## src/rtl/game_controller.sv

```systemverilog
// Flappy-bird game sequencer: button conditioning, one-hot game state machine,
// per-frame bird physics with ceiling/floor handling, and the pipe score counter.
module game_controller #(
  parameter int START_Y     = 200,
  parameter int FLOOR_Y     = 378,
  parameter int BIRD_SIZE_Y = 24,
  parameter int GRAVITY     = 1,
  parameter int FLAP_VEL    = -8,
  parameter int MAX_FALL    = 10,
  parameter int END_HOLD    = 60
) (
  input  logic        clk,
  input  logic        rst,
  input  logic        frame_tick,
  input  logic        flap_btn,
  input  logic        pause_btn,
  input  logic        collision,
  input  logic        pipe_passed,
  output logic [3:0]  game_state,
  output logic [15:0] birdY,
  output logic        flap,
  output logic [15:0] score
);

  typedef enum logic [3:0] {
    ST_START = 4'b0001,
    ST_GAME  = 4'b0010,
    ST_PAUSE = 4'b0100,
    ST_END   = 4'b1000
  } state_t;

  localparam logic [15:0]        START_Y16  = 16'(START_Y);
  localparam logic [15:0]        FLOOR_Y16  = 16'(FLOOR_Y - BIRD_SIZE_Y);
  localparam logic signed [16:0] FLOOR_LIM  = 17'(FLOOR_Y - BIRD_SIZE_Y);
  localparam logic signed [10:0] GRAV11     = 11'(GRAVITY);
  localparam logic signed [10:0] MAXF11     = 11'(MAX_FALL);
  localparam logic signed [9:0]  MAXF10     = 10'(MAX_FALL);
  localparam logic signed [9:0]  FLAPV10    = 10'(FLAP_VEL);
  localparam logic [15:0]        END_HOLD16 = 16'(END_HOLD);

  state_t             state_r, state_nxt_s;
  logic [15:0]        bird_y_r, bird_y_nxt_s;
  logic signed [9:0]  vel_r, vel_nxt_s;
  logic               flap_r, flap_nxt_s;
  logic [15:0]        score_r, score_nxt_s;
  logic               pend_r, pend_nxt_s;
  logic [15:0]        end_cnt_r, end_cnt_nxt_s;
  logic [1:0]         flap_sync_r, pause_sync_r;
  logic               flap_prev_r, pause_prev_r;

  logic               flap_rise_s, pause_rise_s;
  logic signed [10:0] vel_inc_s;
  logic signed [9:0]  vnew_s;
  logic signed [16:0] y_new_s;
  logic               floor_hit_s, end_hit_s;
  logic [15:0]        score_inc_s;

  assign flap_rise_s  = flap_sync_r[1] & ~flap_prev_r;
  assign pause_rise_s = pause_sync_r[1] & ~pause_prev_r;

  // Button synchronizers and edge-detect history
  always_ff @(posedge clk) begin
    if (rst) begin
      flap_sync_r  <= 2'b00;
      pause_sync_r <= 2'b00;
      flap_prev_r  <= 1'b0;
      pause_prev_r <= 1'b0;
    end else begin
      flap_sync_r  <= {flap_sync_r[0], flap_btn};
      pause_sync_r <= {pause_sync_r[0], pause_btn};
      flap_prev_r  <= flap_sync_r[1];
      pause_prev_r <= pause_sync_r[1];
    end
  end

  // Physics step candidates; only committed in IN_GAME on a frame tick
  always_comb begin
    vel_inc_s = {vel_r[9], vel_r} + GRAV11;
    if (pend_r) begin
      vnew_s = FLAPV10;
    end else if (vel_inc_s > MAXF11) begin
      vnew_s = MAXF10;
    end else begin
      vnew_s = vel_inc_s[9:0];
    end
    y_new_s     = $signed({1'b0, bird_y_r}) + $signed({{7{vnew_s[9]}}, vnew_s});
    floor_hit_s = ~y_new_s[16] & (y_new_s >= FLOOR_LIM);
    end_hit_s   = frame_tick & (collision | floor_hit_s);
    score_inc_s = (score_r == 16'hFFFF) ? score_r : score_r + 16'd1;
  end

  // Next-state and datapath decode
  always_comb begin
    state_nxt_s   = state_r;
    bird_y_nxt_s  = bird_y_r;
    vel_nxt_s     = vel_r;
    flap_nxt_s    = 1'b0;
    score_nxt_s   = score_r;
    pend_nxt_s    = pend_r;
    end_cnt_nxt_s = end_cnt_r;
    case (state_r)
      ST_START: begin
        bird_y_nxt_s = START_Y16;
        vel_nxt_s    = 10'sd0;
        if (flap_rise_s) begin
          state_nxt_s = ST_GAME;
          score_nxt_s = 16'd0;
          pend_nxt_s  = 1'b1;  // first IN_GAME frame flaps
        end else begin
          pend_nxt_s  = 1'b0;
        end
      end
      ST_GAME: begin
        score_nxt_s = pipe_passed ? score_inc_s : score_r;
        if (frame_tick && !collision) begin
          vel_nxt_s  = vnew_s;
          flap_nxt_s = pend_r;
          if (y_new_s[16]) begin
            bird_y_nxt_s = 16'd0;
          end else if (floor_hit_s) begin
            bird_y_nxt_s = FLOOR_Y16;
          end else begin
            bird_y_nxt_s = y_new_s[15:0];
          end
        end else begin
          bird_y_nxt_s = bird_y_r;
        end
        if (end_hit_s) begin
          state_nxt_s = ST_END;
        end else if (pause_rise_s) begin
          state_nxt_s = ST_PAUSE;
        end else begin
          state_nxt_s = ST_GAME;
        end
        // A rise on the tick cycle is held over to the next frame
        if (end_hit_s || pause_rise_s) begin
          pend_nxt_s = 1'b0;
        end else if (flap_rise_s) begin
          pend_nxt_s = 1'b1;
        end else if (frame_tick) begin
          pend_nxt_s = 1'b0;
        end else begin
          pend_nxt_s = pend_r;
        end
      end
      ST_PAUSE: begin
        pend_nxt_s  = 1'b0;
        state_nxt_s = pause_rise_s ? ST_GAME : ST_PAUSE;
      end
      ST_END: begin
        pend_nxt_s = 1'b0;
        if (flap_rise_s && (end_cnt_r == END_HOLD16)) begin
          state_nxt_s   = ST_START;
          bird_y_nxt_s  = START_Y16;
          vel_nxt_s     = 10'sd0;
          end_cnt_nxt_s = 16'd0;
        end else if (frame_tick && (end_cnt_r < END_HOLD16)) begin
          end_cnt_nxt_s = end_cnt_r + 16'd1;
        end else begin
          end_cnt_nxt_s = end_cnt_r;
        end
      end
      default: begin
        state_nxt_s   = ST_START;
        bird_y_nxt_s  = START_Y16;
        vel_nxt_s     = 10'sd0;
        pend_nxt_s    = 1'b0;
        end_cnt_nxt_s = 16'd0;
      end
    endcase
  end

  // State and datapath registers
  always_ff @(posedge clk) begin
    if (rst) begin
      state_r   <= ST_START;
      bird_y_r  <= START_Y16;
      vel_r     <= 10'sd0;
      flap_r    <= 1'b0;
      score_r   <= 16'd0;
      pend_r    <= 1'b0;
      end_cnt_r <= 16'd0;
    end else begin
      state_r   <= state_nxt_s;
      bird_y_r  <= bird_y_nxt_s;
      vel_r     <= vel_nxt_s;
      flap_r    <= flap_nxt_s;
      score_r   <= score_nxt_s;
      pend_r    <= pend_nxt_s;
      end_cnt_r <= end_cnt_nxt_s;
    end
  end

  assign game_state = state_r;
  assign birdY      = bird_y_r;
  assign flap       = flap_r;
  assign score      = score_r;

endmodule

```

## config.mk

```make
export PLATFORM = sky130hd
export DESIGN_NAME = game_controller
export DESIGN_NICKNAME = d
export VERILOG_FILES = /design/src/rtl/game_controller.sv
export SDC_FILE = /design/constraint.sdc
export NUM_CORES = 1
export LEC_CHECK = 0
export CAP_MARGIN = 20
export CORE_ASPECT_RATIO = 1.2
export CORE_UTILIZATION = 40
export CTS_CLUSTER_SIZE = 10
export DETAILED_ROUTE_END_ITERATION = 8
export PLACE_DENSITY = 0.63
export RECOVER_POWER = 25
export REMOVE_ABC_BUFFERS = 1
export SETUP_SLACK_MARGIN = 0.2
export SKIP_LAST_GASP = 1
export SLEW_MARGIN = 5
export SYNTH_ARGS = -nofsm -noshare
export SYNTH_HDL_FRONTEND = slang
export SYNTH_SLANG_ARGS = --single-unit
```

## constraint.sdc

```tcl
create_clock -name clk -period 7.79 [get_ports clk]
set_input_delay 1.558 -clock clk [delete_from_list [all_inputs] [get_ports clk]]
set_output_delay 1.558 -clock clk [all_outputs]
set_load 0.01 [all_outputs]
```

==> metrics.yaml <==
synth:
  synth-seq-cells: 70
  async_flop_share: 0
  netlist_instances: 467
  ys_seq_area_frac: 0.3604
  netlist_area_um2: 3889
  synth_top_area_share: 0.3604
  synth-edff-count: 0
  synth.area.top_cells: "dfxtp_1 (36%), ha_1 (7.1%), nor2_1 (6.9%)"
  synth_warnings: 0
  synthFlopType: "dfxtp_1"
  syn_area_per_cell_um2: 8.327
  synth_top_area_cell: "dfxtp_1"
  yosys.cell_types.count: 60
drt:
  drt_iter0_markers: 129
  drt-total-wl_um: 9262
  wl_per_cell_um: 14.59
  dr.pass1.iters: 6
  vias: 3473
  drc: 0
  final_antenna_net_count: 0
  vias_per_cell: 5.469
sta:
  drv_slew: 0
  finalSetupTns_ps: 0
  hold_viol_final: 0
  slew_headroom: 0.2092
  clock_skew_ps: 6.839
  max_freq_mhz: 200.5
  fin_crit_ps: 4987
  setup_violations: 0
  rsz0062_at_grt: "no"
  tightest_slew_ps: 1186
  fin_crit_sh: 0.6402
  whs_ps: 446.5
global_routing:
  grt_pass1_wl_um: 15690
  antenna_found_initial: 0
  globalRouteTotalUtil: 0.1958
  grt_max_degree: 29
  first_global_vias: 3392
  grt_overflow: 0
worst_hold_path:
  hold_path_end: "pause_sync_r[1]"
  hold_start: "pause_sync_r[0]"
  hold_class: "reg -> reg"
  min_path_cells: 1
placed_design:
  port_buffers: 43
  place_congestion: 0.8713
  place_inst: 619
  hpwl_um: 6731
setup_path:
  crit_slowest_cell: "a311oi_1"
  crit_chain: "ha_1 -> xor2_1 -> nor2_1 -> o211ai_1 -> a211oi_1 -> and3_1 -> a311oi_1 -> inv_1 -> a21oi_1 -> ha_1 -> a211oi_2 -> o21ai_1 -> a31oi_4 -> o21bai_1 -> xnor2_1 -> a311o_1 -> nor4_1 -> buf_4 -> or4b_1 -> a21oi_1"
  worstSetupPathType: "reg -> reg"
  slowest_delay_ps: 450
  reg2reg_depth: 20
  critical_path_arrival_ps: 5230
  crit_path_max_fanout: 11
  cp-start-kind: "flop"
  reg2reg_slack_ps: 2800
  r2r_end: "birdY[4]"
  rr_startpoint: "vel_r[0]"
  critical_path_required_ps: 8030
  setup.worst_path.start: "vel_r[0]"
  end_kind: "flop"
die:
  coreArea_um2: 9467
  fp.dieH_um: 110.0
  start_util: 0.4108
  die_x_um: 92.01
  die-area_um2: 10120
  rows: 39
  io_pins: 44
cts:
  cts_buffers: 9
  root_buffer: "clkbuf_16"
  clock_latency_ps: 330
  holdBufCountCts: 0
  clkSinkCount: 70
  cts_max_level: 3
  cts_resized: 0
  cts_setup_buffers: 0
  clock_path_buffers: 2
  cts_tree: "done"
  clk_pin_slew_ps: 60
final_layout:
  fillCellCount: 913
  area_growth_pct: 22.20
  nets: 537
  final_cells: 635
  drive_above_1_share: 0.05469
  antenna_cells: 0
pwr:
  powerDensity_nw_per_um2: 181.3
  ir_worst_vdd_mv: 0.1196
  leakage_uw: 0.001844
  p_total_uw: 861.6
run_status:
  outcome: "completed"
job:
  cap_violations: 0
-- cell usage after synthesis (3+ instances only) --
library cell   n
nor2_1        71
dfxtp_1       70
nand2_1       32
a21oi_1       25
ha_1          22
xnor2_1       21
nand3_1       19
xor2_1        17
inv_1         15
nand4_1       15
o21ai_0       14
clkbuf_1      12
and2_1         9
a21o_1         8
nor3_1         8
and3_1         7
nand2b_1       7
nor2b_1        7
a31oi_1        6
nor4_1         6
o21a_1         6
o21bai_1       6
a22oi_1        5
a32o_1         3
mux2i_1        3
o211ai_1       3
or2_2          3
-- final cells by class --
class / count / area, um^2 / area share
multi-input combinational: 366 / 2367 / 0.4982
timing repair buffer: 45 / 441.7 / 0.09294
tap: 123 / 153.9 / 0.03239
sequential: 70 / 1401 / 0.2949
inverter: 15 / 56.30 / 0.01185
clock inverter: 6 / 92.59 / 0.01948
clock buffer: 10 / 239.0 / 0.05029
-- power breakdown --
group	leakage (uW)	switching, uW	internal, uW
registers	0.000565	2.13	360
clock network	0.000155	164	291
logic	0.00112	26.5	17.7
-- how the worst max path moves through the flow --
| stage | to | slack, ps | cells past startpoint |
|---|---|---|---|
| after floorplan | birdY[4] | 2870 | 19 |
| after global placement | birdY[4] | 3040 | 20 |
| after detailed placement | birdY[4] | 2920 | 20 |
| after CTS | birdY[4] | 2880 | 20 |
| after global routing | birdY[4] | 2390 | 20 |
| final | birdY[4] | 2800 | 20 |
-- metrics by stage --
step,setup WS (ps),cell area (um^2),util
2_1_floorplan,2871,3825,-
3_3_place_gp,3040,4424,0.4674
3_5_place_dp,2922,4424,0.4674
4_1_cts,2877,4756,0.5024
5_1_grt,2386,4752,0.5020
6_report,2803,4752,0.5020
-- logic make-up after synthesis --
family | Yosys count | synth area share
flops | 70 | 0.3604
fa+ha+maj | 23 | 0.07593
mux | 3 | 0.007722
simple gates | 197 | 0.2484
compound gates | 105 | 0.1911
xor+xnor | 38 | 0.08559
buf+inv | 31 | 0.03088
-- layer usage --
metal | share of wire | wire length (um) | vias to the layer above | GRT usage
met3 | 0.036 | 334 | 18 | 0.03772
met2 | 0.49 | 4515 | 75 | 0.3380
met4 | 0.026 | 237 | 0 | 0.1049
li1 | - | - | 1747 | -
met1 | 0.45 | 4174 | 1633 | 0.2307
met5 | 0 | 0 | - | 0
-- cells in the final DEF, fill, tap and decap left out, drive strengths merged, types with 4 or more instances in the layout --
cell	instances
a22oi	5
clkbuf	11
nand2	32
and2	9
nor4	6
a21o	8
a31oi	7
nor2b	7
nand2b	7
nand4	15
dfxtp	70
xnor2	21
nor3	8
a211oi	4
o21bai	6
and3	7
o21a	6
o21ai	17
a21oi	26
xor2	17
nor2	71
dlygate4sd3	15
clkdlybuf4s50	28
ha	22
nand3	19
inv	16
-- registers in the layout (all words and copies together) (netlist names) --
| signal | flops |
|---|---|
| game_state | 4 |
| flap_sync_r | 2 |
| pend_r | 1 |
| vel_r | 10 |
| end_cnt_r | 16 |
| score | 16 |
| birdY | 16 |
| pause_sync_r | 2 |
| pause_prev_r | 1 |
| flap | 1 |
| flap_prev_r | 1 |
-- critical path: cells and delay by family, from the launching register on --
family,cells,cell delay [ps]
xor gates and xnor gates,2,330
buffers and inverters,2,310
AOI/OAI and AO/OA,10,2290
DFF,1,430
adders and majority gates,2,630
and+or+nand+nor,4,900
(Power assumes the default switching activity.)
